--- config.mk ---
export PLATFORM = sky130hd
export DESIGN_NAME = spi_shader_loader
export DESIGN_NICKNAME = d
export VERILOG_FILES = /design/src/rtl/tiny_shader_pkg.sv /design/src/rtl/spi_sync_edge.sv /design/src/rtl/spi_shader_loader.sv
export SDC_FILE = /design/constraint.sdc
export NUM_CORES = 1
export LEC_CHECK = 0
export ABC_CLOCK_PERIOD_IN_PS = 2080
export CAP_MARGIN = 20
export CELL_PAD_IN_SITES_DETAIL_PLACEMENT = 0
export CELL_PAD_IN_SITES_GLOBAL_PLACEMENT = 1
export CORE_MARGIN = 1.5
export CORE_UTILIZATION = 42
export CTS_CLUSTER_DIAMETER = 100
export CTS_CLUSTER_SIZE = 40
export DETAILED_ROUTE_END_ITERATION = 10
export GPL_ROUTABILITY_DRIVEN = 0
export GPL_TIMING_DRIVEN = 0
export HOLD_SLACK_MARGIN = 0.06
export PLACE_DENSITY = 0.87
export SETUP_SLACK_MARGIN = 0.2
export SLEW_MARGIN = 40
export SYNTH_ARGS = -nofsm -noshare
export SYNTH_HDL_FRONTEND = slang
export SYNTH_SLANG_ARGS = --single-unit
--- constraint.sdc ---
create_clock -name clk -period 2.08 [get_ports clk]
set_input_delay 0.416 -clock clk [delete_from_list [all_inputs] [get_ports clk]]
set_output_delay 0.416 -clock clk [all_outputs]
set_load 0.01 [all_outputs]
--- src/rtl/tiny_shader_pkg.sv ---
// Shared definitions for the SPI shader loader: command opcodes and the
// loader state encoding.
package tiny_shader_pkg;

    localparam logic [7:0] CMD_WRITE = 8'h01;
    localparam logic [7:0] CMD_READ  = 8'h02;

    typedef enum logic [2:0] {
        IDLE,
        CMD,
        WADDR,
        RADDR,
        WRITE,
        READ,
        IGNORE
    } loader_state_t;

endpackage

--- src/rtl/spi_sync_edge.sv ---
// Multi-flop synchroniser for one asynchronous SPI pin with edge pulses.
// Ports:
//   clk, rst  - system clock, synchronous active-high reset
//   din       - asynchronous input pin
//   q         - synchronised level
//   rise/fall - one-clk pulses on synchronised 0->1 / 1->0 transitions
// The chain resets to 0, so a pin already low when reset releases produces
// no fall pulse; only a genuine high-to-low transition afterwards does.
module spi_sync_edge #(
    parameter int SYNC_STAGES = 2
) (
    input  logic clk,
    input  logic rst,
    input  logic din,
    output logic q,
    output logic rise,
    output logic fall
);

    logic [SYNC_STAGES-1:0] sync_p;
    logic                   prev_q;

    always_ff @(posedge clk) begin
        if (rst) begin
            sync_p <= '0;
            prev_q <= 1'b0;
        end else begin
            sync_p <= {sync_p[SYNC_STAGES-2:0], din};
            prev_q <= sync_p[SYNC_STAGES-1];
        end
    end

    assign q    = sync_p[SYNC_STAGES-1];
    assign rise = q & ~prev_q;
    assign fall = ~q & prev_q;

endmodule

--- src/rtl/spi_shader_loader.sv ---
// SPI mode-0 target (MSB first) that loads and reads back the shader
// instruction memory. Transaction: command byte (0x01 write, 0x02 read),
// start-address byte, then a stream of INSTR_WIDTH-bit words.
// Ports:
//   clk, rst          - system clock, synchronous active-high reset
//   spi_cs_i          - chip select, active-low, asynchronous
//   spi_sclk_i        - SPI clock, asynchronous
//   spi_mosi_i        - SPI data in, asynchronous
//   spi_miso_o        - SPI data out (0 outside READ)
//   mem_we_o          - one-clk write strobe
//   mem_addr_o        - memory address (write and read)
//   mem_wdata_o       - write data
//   mem_rdata_i       - read data, valid 1 clk after mem_addr_o changes
//   busy_o            - high while a transaction is in progress
//   load_done_o       - one-clk pulse at CS release after >= 1 committed write
module spi_shader_loader
    import tiny_shader_pkg::*;
#(
    parameter int INSTR_WIDTH = 8,
    parameter int MEM_DEPTH   = 16,
    parameter int ADDR_WIDTH  = $clog2(MEM_DEPTH),
    parameter int SYNC_STAGES = 2
) (
    input  logic                   clk,
    input  logic                   rst,
    input  logic                   spi_cs_i,
    input  logic                   spi_sclk_i,
    input  logic                   spi_mosi_i,
    output logic                   spi_miso_o,
    output logic                   mem_we_o,
    output logic [ADDR_WIDTH-1:0]  mem_addr_o,
    output logic [INSTR_WIDTH-1:0] mem_wdata_o,
    input  logic [INSTR_WIDTH-1:0] mem_rdata_i,
    output logic                   busy_o,
    output logic                   load_done_o
);

    // Receive register is wide enough for both the 8-bit command/address
    // bytes and a full instruction word.
    localparam int         RX_W      = (INSTR_WIDTH > 8) ? INSTR_WIDTH : 8;
    localparam logic [4:0] BYTE_LAST = 5'd7;
    localparam logic [4:0] WORD_LAST = 5'(INSTR_WIDTH - 1);

    loader_state_t state, state_next;

    logic [3:0]             sync_unused;
    logic                   cs_rise, cs_fall, sclk_rise, sclk_fall, mosi_s;
    logic [RX_W-2:0]        rx_q;
    logic [RX_W-1:0]        rx_next;
    logic [4:0]             bit_cnt, tx_cnt;
    logic [INSTR_WIDTH-1:0] tx_q, tx_src;
    logic [1:0]             pf_cnt;
    logic [ADDR_WIDTH-1:0]  ptr;
    logic                   wrote_any;
    logic                   shift_en, bit_last, word_done, tx_last, pf_load;

    spi_sync_edge #(.SYNC_STAGES(SYNC_STAGES)) u_cs (
        .clk(clk), .rst(rst), .din(spi_cs_i),
        .q(sync_unused[0]), .rise(cs_rise), .fall(cs_fall)
    );

    spi_sync_edge #(.SYNC_STAGES(SYNC_STAGES)) u_sclk (
        .clk(clk), .rst(rst), .din(spi_sclk_i),
        .q(sync_unused[1]), .rise(sclk_rise), .fall(sclk_fall)
    );

    spi_sync_edge #(.SYNC_STAGES(SYNC_STAGES)) u_mosi (
        .clk(clk), .rst(rst), .din(spi_mosi_i),
        .q(mosi_s), .rise(sync_unused[2]), .fall(sync_unused[3])
    );

    always_ff @(posedge clk) begin
        if (rst) state <= IDLE;
        else     state <= state_next;
    end

    always_comb begin
        state_next = state;
        rx_next    = {rx_q, mosi_s};
        bit_last   = 1'b0;
        case (state)
            CMD, WADDR, RADDR: bit_last = (bit_cnt == BYTE_LAST);
            WRITE:             bit_last = (bit_cnt == WORD_LAST);
            default:           bit_last = 1'b0;
        endcase
        shift_en  = sclk_rise && (state inside {CMD, WADDR, RADDR, WRITE});
        word_done = shift_en && bit_last;
        tx_last   = (tx_cnt == WORD_LAST);
        // pf_cnt == 1 marks the clk in which mem_rdata_i reflects the
        // prefetch address; a coinciding sclk fall takes the data directly.
        pf_load   = (pf_cnt == 2'd1);
        tx_src    = pf_load ? mem_rdata_i : tx_q;

        // CS release overrides everything, including a final data bit
        // arriving in the same clk.
        if (cs_rise) begin
            state_next = IDLE;
        end else begin
            case (state)
                IDLE:  if (cs_fall) state_next = CMD;
                CMD: begin
                    if (word_done) begin
                        case (rx_next[7:0])
                            CMD_WRITE: state_next = WADDR;
                            CMD_READ:  state_next = RADDR;
                            default:   state_next = IGNORE;
                        endcase
                    end
                end
                WADDR: if (word_done) state_next = WRITE;
                RADDR: if (word_done) state_next = READ;
                default: state_next = state;
            endcase
        end
    end

    always_ff @(posedge clk) begin
        if (rst) begin
            rx_q        <= '0;
            bit_cnt     <= '0;
            tx_cnt      <= '0;
            tx_q        <= '0;
            pf_cnt      <= '0;
            ptr         <= '0;
            wrote_any   <= 1'b0;
            spi_miso_o  <= 1'b0;
            mem_we_o    <= 1'b0;
            mem_addr_o  <= '0;
            mem_wdata_o <= '0;
            busy_o      <= 1'b0;
            load_done_o <= 1'b0;
        end else begin
            mem_we_o    <= 1'b0;
            load_done_o <= 1'b0;
            if (cs_rise) begin
                // Any partial word is dropped simply by clearing the counters.
                busy_o      <= 1'b0;
                spi_miso_o  <= 1'b0;
                bit_cnt     <= '0;
                tx_cnt      <= '0;
                pf_cnt      <= '0;
                load_done_o <= wrote_any;
                wrote_any   <= 1'b0;
            end else begin
                if (cs_fall) begin
                    busy_o  <= 1'b1;
                    bit_cnt <= '0;
                end
                if (shift_en) begin
                    rx_q    <= rx_next[RX_W-2:0];
                    bit_cnt <= bit_last ? 5'd0 : bit_cnt + 5'd1;
                end
                if (word_done) begin
                    case (state)
                        WADDR: ptr <= rx_next[ADDR_WIDTH-1:0];
                        RADDR: begin
                            ptr        <= rx_next[ADDR_WIDTH-1:0];
                            mem_addr_o <= rx_next[ADDR_WIDTH-1:0];
                            pf_cnt     <= 2'd2;
                            tx_cnt     <= '0;
                        end
                        WRITE: begin
                            mem_wdata_o <= rx_next[INSTR_WIDTH-1:0];
                            mem_addr_o  <= ptr;
                            mem_we_o    <= 1'b1;
                            ptr         <= ptr + ADDR_WIDTH'(1);
                            wrote_any   <= 1'b1;
                        end
                        default: ;
                    endcase
                end
                if (state == READ) begin
                    if (pf_cnt != 2'd0) pf_cnt <= pf_cnt - 2'd1;
                    if (pf_load)        tx_q   <= mem_rdata_i;
                    if (sclk_fall) begin
                        spi_miso_o <= tx_src[INSTR_WIDTH-1];
                        tx_q       <= tx_src << 1;
                        if (tx_last) begin
                            // Word fully shifted out: advance and prefetch
                            // the next one well before the next fall.
                            tx_cnt     <= '0;
                            ptr        <= ptr + ADDR_WIDTH'(1);
                            mem_addr_o <= ptr + ADDR_WIDTH'(1);
                            pf_cnt     <= 2'd2;
                        end else begin
                            tx_cnt <= tx_cnt + 5'd1;
                        end
                    end
                end
            end
        end
    end

endmodule

* Word level (Yosys, flattened, before mapping)
Cells that the tools add are included.
Storage, ports and cells: register bits 59, input port bits 13, output and inout port bits 16, logic and storage cells 99
Cells by class: add/subtract/negate cells 4, equality and inequality tests 14, multiplexer cells 34, bitwise operators 10, reductions and logical operators 18
Operators by type and width (number):
- 5-bit two-way mux | 8
- 4-bit two-way mux | 8
- 8-bit two-way mux | 2
- 4-bit one-hot mux with 2 select lines | 2
- 2-bit two-way mux | 6
- 3-bit two-way mux | 4
- 3-bit one-hot mux with 4 select lines | 1
- 5-bit by 1-bit adder with 5-bit output, second input constant | 2
- 5-bit by 3-bit == test with 1-bit output, second input constant | 2
- 8-bit by 1-bit == test with 1-bit output, second input constant | 1
- 8-bit by 2-bit == test with 1-bit output, second input constant | 1
- 2-bit inequality test, second input constant | 4
- 2-bit AND reduction | 4
- 4-bit nonzero test | 2
- 3-bit by 2-bit == test with 1-bit output, second input constant | 2
- 3-bit == test, second input constant | 2
- 1-bit inverter | 6
- 3-bit one-hot mux with 2 select lines | 1
- 2-bit OR reduction | 3
- 5-bit AND reduction | 1
- 4-bit by 1-bit adder with 4-bit output, second input constant | 1
- 1-bit AND | 4
- 2-bit nonzero test | 2
- 4-bit OR reduction | 1
- other kinds (8) | 10

* Logic depth before layout (Yosys ltp)
Gate-level depths: netlist of the first run.
depth after elaboration 9, depth in mapped cells 8, depth with buffers taken out 6

* Modules after synthesis
From an unflattened synthesis of the first run, not the netlist that was laid out.
Unflattened totals: cells, all modules 310, area, all modules 2866.5 µm²
By module, submodules not included:
- spi_shader_loader | times used 1, cells each 286, area each 2592.5 µm², seq. area each 1021.0 µm²
- spi_sync_edge | times used 3, cells each 8, area each 91.3 µm², seq. area each 60.1 µm²

* Least setup slack after synthesis of the first run
OpenSTA, ideal clock, no wires.
kind register to register, start reg bit_cnt[0], end reg state[0], library setup time 0.131 ns, data arrival time 1.722 ns, data required time 1.949 ns, slack 0.226 ns, cell stages (with the launch flop) 8, path buffers 1, clock period less this slack 1.854 ns, path through dfxtp_1 -> ha_1 -> nand4bb_1 -> or2_1 -> clkbuf_1 -> or3_1 -> a31oi_1 -> nor3_1
Between the ends: cells in the longest elaborated chain, start to end 5, elaborated cells between the ends (all ways) 7, those cells by class eq/ne: 4; mux: 1; reduce/logical: 2
Ends and longest elaborated chain:
- from (decl) | RTL line spi_shader_loader.sv:50 | logic [4:0] bit_cnt, tx_cnt;
- from (signal assigned) | RTL line spi_shader_loader.sv:151 | bit_cnt <= bit_last ? 5'd0 : bit_cnt + 5'd1;
- 5-bit by 3-bit == test with 1-bit output * | RTL line spi_shader_loader.sv:82, spi_shader_loader.sv:83
- 1-bit two-way mux *
- 1-bit logical AND * | RTL line spi_shader_loader.sv:87 | word_done = shift_en && bit_last;
- 2-bit inequality test (no source line)
- 5-bit AND reduction (no source line) *
- to (signal assigned) | RTL line spi_shader_loader.sv:74 | else state <= state_next;
- to (decl) | RTL line spi_shader_loader.sv:44 | loader_state_t state, state_next;
Mark *: on every way between the ends. The rest lies on a longest branch, timed or not. A chain may end at the register's enable or synchronous reset.

* Worst setup path after layout of the first run
start reg tx_cnt[0], end reg ptr[2]
Between the ends: cells in the longest elaborated chain, start to end 4
Ends and longest elaborated chain:
- from (decl) | RTL line spi_shader_loader.sv:50
- from (signal assigned) | RTL line spi_shader_loader.sv:186 | tx_cnt <= tx_cnt + 5'd1;
- 5-bit by 3-bit == test with 1-bit output | RTL line spi_shader_loader.sv:88 | tx_last = (tx_cnt == WORD_LAST);
- 4-bit two-way mux | RTL line spi_shader_loader.sv:178 | if (tx_last) begin
- 4-bit two-way mux | RTL line spi_shader_loader.sv:175 | if (sclk_fall) begin
- 4-bit two-way mux | RTL line spi_shader_loader.sv:172 | if (state == READ) begin
- to (signal assigned) | RTL line spi_shader_loader.sv:157 | ptr <= rx_next[ADDR_WIDTH-1:0];
- to (signal assigned) | RTL line spi_shader_loader.sv:166 | ptr <= ptr + ADDR_WIDTH'(1);
- to (signal assigned) | RTL line spi_shader_loader.sv:182 | ptr <= ptr + ADDR_WIDTH'(1);
- to (decl) | RTL line spi_shader_loader.sv:53 | logic [ADDR_WIDTH-1:0] ptr;
Every way passes these cells.

==> key figures, run 1 <==
Placement
  – DP HPWL: 4.15 mm
  – Setup WS pre-CTS: -127 ps
  – DP Cell Count: 420
  – Number of I/O port buffers: 27

Die
  – CORE AREA: 0.00635 mm^2
  – Initial Util: 0.434
  – Top Ports: 29
  – Die area: 0.00705 mm^2
  – Chip Width: 84.0 um
  – # rows: 29
  – Die Y: 84.0 um

Synth
  – Sequential area share after synthesis: 0.429
  – Synthesized net count: 332
  – Post-synth EDFFs: 0
  – Mapped Cells: 316
  – Ys flop type: dfxtp_1
  – Asr flop ratio synth: 0
  – Synthesis warning total: 0
  – Synthesized area: 0.00276 mm^2
  – Post-Syn Area per Cell: 8.72 um^2
  – Synth unique cells: 48
  – Synth Register Bits: 59

Cells and area
  – Core Util, Final: 0.556
  – Layout net count: 376
  – Layout cells sized above 1: 0.153
  – N_diodes: 0
  – Area Overhead vs Synth: 28.2%
  – Non-Filler Instances: 442

Global routing
  – Largest net degree at the start of global routing: 11
  – First-pass GRT wire length: 10.4 mm
  – Initial antenna violation count: 0
  – Total track usage: 0.185
  – Total grt overflow: 0
  – Vias in the first global route: 2161

Timing
  – PnR worst setup slack: 214 ps
  – # setup viols final: 0
  – Clock skew after layout: 12.6 ps
  – RSZ-0062 raised after global routing: yes
  – Min Clock Period, post-route: 1870 ps
  – Worst slew pin tran: 527 ps
  – Setup TNS: 0 ps
  – Slew Viols, Final: 0
  – Achievable Freq: 536 MHz
  – Fin crit share: 0.897
  – Endpoints failing hold: 0
  – Slew HR: 0.649

Worst setup path
  – Reg2reg setup slack: 210 ps
  – Worst EP arrival: 2090 ps
  – Sequence of cells on the critical path: ha_2 -> nand4bb_2 -> or3_4 -> o21ai_2 -> o21ai_0 -> a21o_1
  – CP top delay family: simple AND/OR/NAND/NOR gates
  – R2R Path Start: tx_cnt[0]
  – Crit-path max FO: 5
  – Worst path max stage delay: 430 ps
  – Slowest-stage cell, CP: or3_4
  – CP Capture Type: flop
  – Worst reg-to-reg path cell count: 6
  – Worst Path Buf+Inv: 0
  – Setup CP Type: flop to flop
  – Crit start category: flop
  – WP data required: 2300 ps
  – Reg-to-Reg End: ptr[2]

Worst hold path
  – WHS Endpoint: u_cs.sync_p[1]
  – Worst hold stages: 1
  – Hold Crit Class: flop to flop
  – Hold_sp: u_cs.sync_p[0]

Detailed routing
  – Wire per inst: 14.2 um
  – Detailed-route via count: 2407
  – TritonRoute pass-1 iters: 4
  – DRT antenna net count: 0
  – Vias per cell: 5.45
  – Initial DRC count: 239
  – DRC Markers: 0
  – WL final: 6.27 mm

Power and ir drop
  – Sw Ratio: 0.212
  – Proportion of power drawn by flip-flops and latches: 0.477
  – Pwr Density: 678 mW/mm^2
  – Comb pwr share: 0.042
  – VDD IR max: 0.000441 V
  – Clk pwr share: 0.482
  – Internal power: 1.89 mW
  – Sw Pwr: 0.508 mW
  – Static Leak: 1.28 nW
  – Total power: 2.39 mW

Flow run
  – Max-cap violation count: 0

Clock network
  – Hold-fix buffers, CTS: 0
  – H-tree depth: 3
  – Clk Tree Root Cell: clkbuf_8
  – Worst-Skew Late Latency: 330 ps
  – Sink Count: 59
  – CTS tree: yes
  – Worst-path clk slew: 60 ps
  – CTS buffer count: 9
  – Max Buffers Root-to-Sink: 2

Status
  – Status: completed
-- cell type report --
type | count | area [um^2]
Buffer | 18 | 101
Fill cell | 561 | 2820
Multi-Input combinational cell | 235 | 1580
Tap cell | 77 | 96.3
Clock buffer | 12 | 145
Inverter | 4 | 15.0
Timing Repair Buffer | 33 | 332
Sequential cell | 59 | 1190
Clock inverter | 4 | 73.8
-- per-stage QoR --
step | area [um^2] | hold WS, ps
after floorplan | 2760 | 414
after global placement | 3120 | 418
after detailed placement | 3130 | 428
after CTS | 3410 | 444
after global routing | 3530 | 459
final | 3530 | 441
-- cell usage after synthesis (2+ instances only) --
cell       count  area [um^2]
nand4bb_1      2         22.5
ha_1           3         37.5
mux4_2         4         90.1
and2_1         2         12.5
a21oi_1       26          130
xor2_1         2         17.5
nand2_1       35          131
nand2b_1       6         37.5
nor2_1        28          105
o21bai_1       2         15.0
nor2b_1       14         87.6
a221oi_1       4         35.0
dfxtp_1       59         1180
clkbuf_1      14         52.6
a31oi_1        5         31.3
inv_1          4         15.0
nand3_1       17         85.1
o21ai_1       11         55.1
o21ai_0       11         55.1
buf_2          2         10.0
o2bb2ai_1      5         43.8
mux2i_1       14          140
or3_1          3         18.8
nor3_1        12         60.1
o211a_1        2         20.0
a21o_1         3         22.5
o31ai_1        3         22.5
and3_1         3         18.8
-- kinds of logic after synthesis --
logic type	after synthesis	share of synthesized area
fa+ha+maj	3	0.0136
flops	59	0.429
xor+xnor	3	0.00954
simple gates	131	0.247
mux	18	0.0836
compound gates	80	0.183
buf+inv	22	0.0350
-- worst max path at each step --
| stage | start | to | slack, ps | cells after the start |
|---|---|---|---|---|
| floorplan | bit_cnt[0] | state[0] | 230 | 7 |
| global placement | bit_cnt[0] | mem_addr_o[3] | -210 | 5 |
| detailed placement | bit_cnt[0] | ptr[3] | -130 | 7 |
| CTS | tx_cnt[0] | ptr[2] | 160 | 6 |
| global route | tx_cnt[0] | ptr[2] | 90 | 6 |
| finish | tx_cnt[0] | ptr[2] | 210 | 6 |
-- repair_timing --
item                                    in CTS  in global routing
gates resized for setup                     13                 27
pin swaps                                    0                  3
endpoints found under the setup margin      24                 37
gates cloned                                 0                  0
buffers inserted                             0                  6
-- power groups by stage --
stage | Combinational [mW] | Sequential (mW) | Clock (mW)
after floorplan | 0.0550 | 1.17 | 0
after global placement | 0.0963 | 1.17 | 0
after detailed placement | 0.0968 | 1.17 | 0
after CTS | 0.0989 | 1.14 | 1.18
after global routing | 0.111 | 1.14 | 1.23
final | 0.100 | 1.14 | 1.15
-- cells in the final DEF, fill, tap and decap left out, types with 12 or more instances in the layout --
cell,count
dfxtp_1,56
nand2_1,33
clkdlybuf4s50_1,27
nor2_1,26
a21oi_1,24
nand3_1,17
nor2b_1,14
mux2i_1,14
clkbuf_1,12
-- state kept, by name (all words and copies together) (netlist names), named ones only --
| name | cells |
|---|---|
| ptr | 4 |
| wrote_any | 1 |
| u_sclk.prev_q | 1 |
| u_cs.sync_p | 2 |
| mem_addr_o | 4 |
| u_mosi.sync_p | 2 |
| mem_we_o | 1 |
| pf_cnt | 1 |
| busy_o | 1 |
| spi_miso_o | 1 |
| u_sclk.sync_p | 2 |
| rx_q | 7 |
| tx_q | 8 |
| bit_cnt | 5 |
| u_cs.prev_q | 1 |
| load_done_o | 1 |
| tx_cnt | 5 |
| mem_wdata_o | 8 |
| state | 3 |
-- metal layers --
layer,share of wire,vias to the layer above,track usage,wire length [um]
met5,0,-,0,0
met4,0.0033,0,0.0581,21
met3,0.050,2,0.0495,312
met2,0.45,68,0.281,2800
met1,0.50,1118,0.256,3140
li1,-,1219,-,-
Power figures use the tool's default switching activity.
==> run 2: changes to the inputs <==
--- a/config.mk
+++ b/config.mk
@@ -5,19 +5,19 @@
 export SDC_FILE = /design/constraint.sdc
 export NUM_CORES = 1
 export LEC_CHECK = 0
-export ABC_CLOCK_PERIOD_IN_PS = 2080
+export ABC_CLOCK_PERIOD_IN_PS = 2410
 export CAP_MARGIN = 20
 export CELL_PAD_IN_SITES_DETAIL_PLACEMENT = 0
 export CELL_PAD_IN_SITES_GLOBAL_PLACEMENT = 1
 export CORE_MARGIN = 1.5
-export CORE_UTILIZATION = 42
+export CORE_UTILIZATION = 46
 export CTS_CLUSTER_DIAMETER = 100
 export CTS_CLUSTER_SIZE = 40
 export DETAILED_ROUTE_END_ITERATION = 10
 export GPL_ROUTABILITY_DRIVEN = 0
-export GPL_TIMING_DRIVEN = 0
+export GPL_TIMING_DRIVEN = 1
 export HOLD_SLACK_MARGIN = 0.06
-export PLACE_DENSITY = 0.87
+export PLACE_DENSITY = 0.93
 export SETUP_SLACK_MARGIN = 0.2
 export SLEW_MARGIN = 40
 export SYNTH_ARGS = -nofsm -noshare
==> constraint.sdc (replaced) <==
create_clock -name clk -period 2.41 [get_ports clk]
set_input_delay 0.482 -clock clk [delete_from_list [all_inputs] [get_ports clk]]
set_output_delay 0.482 -clock clk [all_outputs]
set_load 0.01 [all_outputs]
==> key figures, run 2 (synthesized netlist as in run 1, its figures left out) <==
Global routing
  – Grt met3 use: 0.0545 (+0.00509)
  – Total track usage: 0.203 (+0.0183)
  – Initial antenna violation count: 0 (unchanged)
  – Largest net degree at the start of global routing: 32 (+21)
  – GR peak layer: met2
  – First-pass GRT wire length: 9.98 mm (-4.3%)
  – Global-route met1 utilization: 0.277 (+0.0214)
  – Total grt overflow: 0 (unchanged)
  – Vias in the first global route: 2085 (-3.5%)
  – Met2 Usage GRT: 0.299 (+0.0184)

Timing
  – Hold_ws: 439 ps (-1.77 ps)
  – Slew Viols, Final: 0 (unchanged)
  – Fin crit share: 0.863 (-0.0343)
  – Slew HR: 0.568 (-0.0810)
  – Setup TNS: 0 ps (unchanged)
  – Achievable Freq: 481 MHz (-10%)
  – RSZ-0062 raised after global routing: no
  – Endpoints failing hold: 0 (unchanged)
  – Worst slew pin tran: 646 ps (+119 ps)
  – Min Clock Period, post-route: 2080 ps (+213 ps)
  – Clock skew after layout: 5.66 ps (-6.97 ps)
  – # setup viols final: 0 (unchanged)

Detailed routing
  – DRT antenna net count: 0 (unchanged)
  – DRC Markers: 0 (unchanged)
  – Detailed-route via count: 2335 (-3.0%)
  – Wire per inst: 14.0 um (-1.5%)
  – Vias per cell: 5.46 (+0.18%)
  – Initial DRC count: 161 (-33%)
  – WL final: 5.98 mm (-4.6%)
  – TritonRoute pass-1 iters: 4 (unchanged)

Placement
  – DP HPWL: 4.17 mm (+0.32%)
  – DP Cell Count: 413 (-1.7%)
  – Post-DP Area: 0.00314 mm^2 (+0.32%)
  – Number of I/O port buffers: 28 (+3.7%)

Worst setup path
  – Worst reg-to-reg path cell count: 6 (unchanged)
  – Worst Setup SP: tx_cnt[0]
  – CP Capture Type: flop
  – R2R Path Start: tx_cnt[0]
  – Reg-to-Reg End: ptr[2]
  – Crit path to: ptr[2]
  – Crit-path max FO: 5 (unchanged)
  – Worst EP arrival: 2310 ps (+220 ps)
  – Setup CP Type: flop to flop
  – WP data required: 2640 ps (+340 ps)
  – Crit start category: flop
  – Reg2reg setup slack: 330 ps (+120 ps)

Cells and area
  – Non-Filler Instances: 428 (-3.2%)
  – Layout net count: 365 (-2.9%)
  – N_diodes: 0 (unchanged)
  – Area Overhead vs Synth: 21.4%
  – Commonest cells after routing, fill and taps aside: 59 x dfxtp_1, 35 x nand2_1, 28 x nor2_1, 28 x clkdlybuf4s50_1, 26 x a21oi_1
  – Post-route cell area: 0.00334 mm^2 (-5.3%)
  – Layout cells sized above 1: 0.105 (-0.0486)
  – Most common cell after layout, fill and taps aside: dfxtp_1
  – Regs by FF count: mem_wdata_o: 8 flops, tx_q: 8 flops, rx_q: 7 flops

Die
  – Initial Util: 0.471 (+0.0370)
  – CORE AREA: 0.00585 mm^2 (-7.9%)
  – # rows: 28 (-3.4%)
  – Die Y: 80.4 um (-4.3%)
  – Chip Width: 80.4 um (-4.3%)
  – Die area: 0.00646 mm^2 (-8.4%)
  – Top Ports: 29 (unchanged)

Clock network
  – Sink Count: 59 (unchanged)
  – Worst-path clk slew: 60 ps (about the same)
  – Max Buffers Root-to-Sink: 2 (unchanged)
  – Worst-Skew Late Latency: 330 ps (about the same)
  – H-tree depth: 3 (unchanged)
  – Hold-fix buffers, CTS: 0 (unchanged)
  – Clk Tree Root Cell: clkbuf_8
  – CTS buffer count: 9 (unchanged)
  – CTS tree: yes

Flow run
  – Max-cap violation count: 0 (unchanged)

Worst hold path
  – Hold Crit Class: flop to flop

Power and ir drop
  – Total power: 1.97 mW (-18%)
  – Pwr Density: 590 mW/mm^2 (-13%)
  – VDD IR max: 0.000465 V (+5.3%)
  – Static Leak: 1.22 nW (-4.2%)

Status
  – Status: completed
## run 2: cell types whose count changed in the layout (fill, tap and decap cells not counted), sizes merged
cell	change
bufinv	-1
clkinv	-1
clkinvlp	+2
clkbuf	-15
clkdlybuf4s50	+1
buf	+2
## run 2: cell type report
cell class                 instances  area, um^2
clock inverter                     4        50.0
fill                             533        2510
timing repair buffer              40         370
inverter                           4        15.0
multi-input combinational        235        1480
sequential                        59        1180
tap                               75        93.8
clock buffer                      11         151
## run 2: how the worst min path moves through the flow
stage	from	to	slack, ps	cells after the start
final	u_sclk.sync_p[0]	u_sclk.sync_p[1]	440	1
after global routing	u_sclk.sync_p[0]	u_sclk.sync_p[1]	460	1
after CTS	u_sclk.sync_p[0]	u_sclk.sync_p[1]	450	1
after detailed placement	u_sclk.sync_p[0]	u_sclk.sync_p[1]	430	1
after global placement	u_sclk.sync_p[0]	u_sclk.sync_p[1]	420	1
after floorplan	u_cs.sync_p[0]	u_cs.sync_p[1]	410	1
## run 2: worst max-delay path: stages, from the launching register on
cell and delay, ps:
dfxtp_1 390, ha_1 250, nand4bb_1 220, or3_1 470, o21ai_1 310, o21ai_0 130, a21o_1 200
## run 2: routing by layer
| metal | up-vias | share of wire |
|---|---|---|
| li1 | 1202 | - |
| met5 | - | 0 |
| met2 | 42 | 0.45 |
| met1 | 1081 | 0.50 |
| met4 | 0 | 0.017 |
| met3 | 10 | 0.032 |
## run 2: report_power, final
group | internal (mW) | switching [mW] | leakage, nW
clock | 0.526 | 0.378 | 0.0974
combinational | 0.0372 | 0.0457 | 0.651
sequential | 0.982 | 0.00519 | 0.477
total | 1.54 | 0.428 | 1.22
## run 2: timing repair
action | 4_1_cts | 5_1_grt
setup endpoints to repair | 0 | 4
buffers inserted | 0 | 0
gates resized for setup | 0 | 1
## run 2: through the flow
stage	utilization	worst slack (ps)
2_1_floorplan	-	556
3_3_place_gp	0.536	260
3_5_place_dp	0.536	166
4_1_cts	0.571	331
5_1_grt	0.572	205
6_report	0.572	331
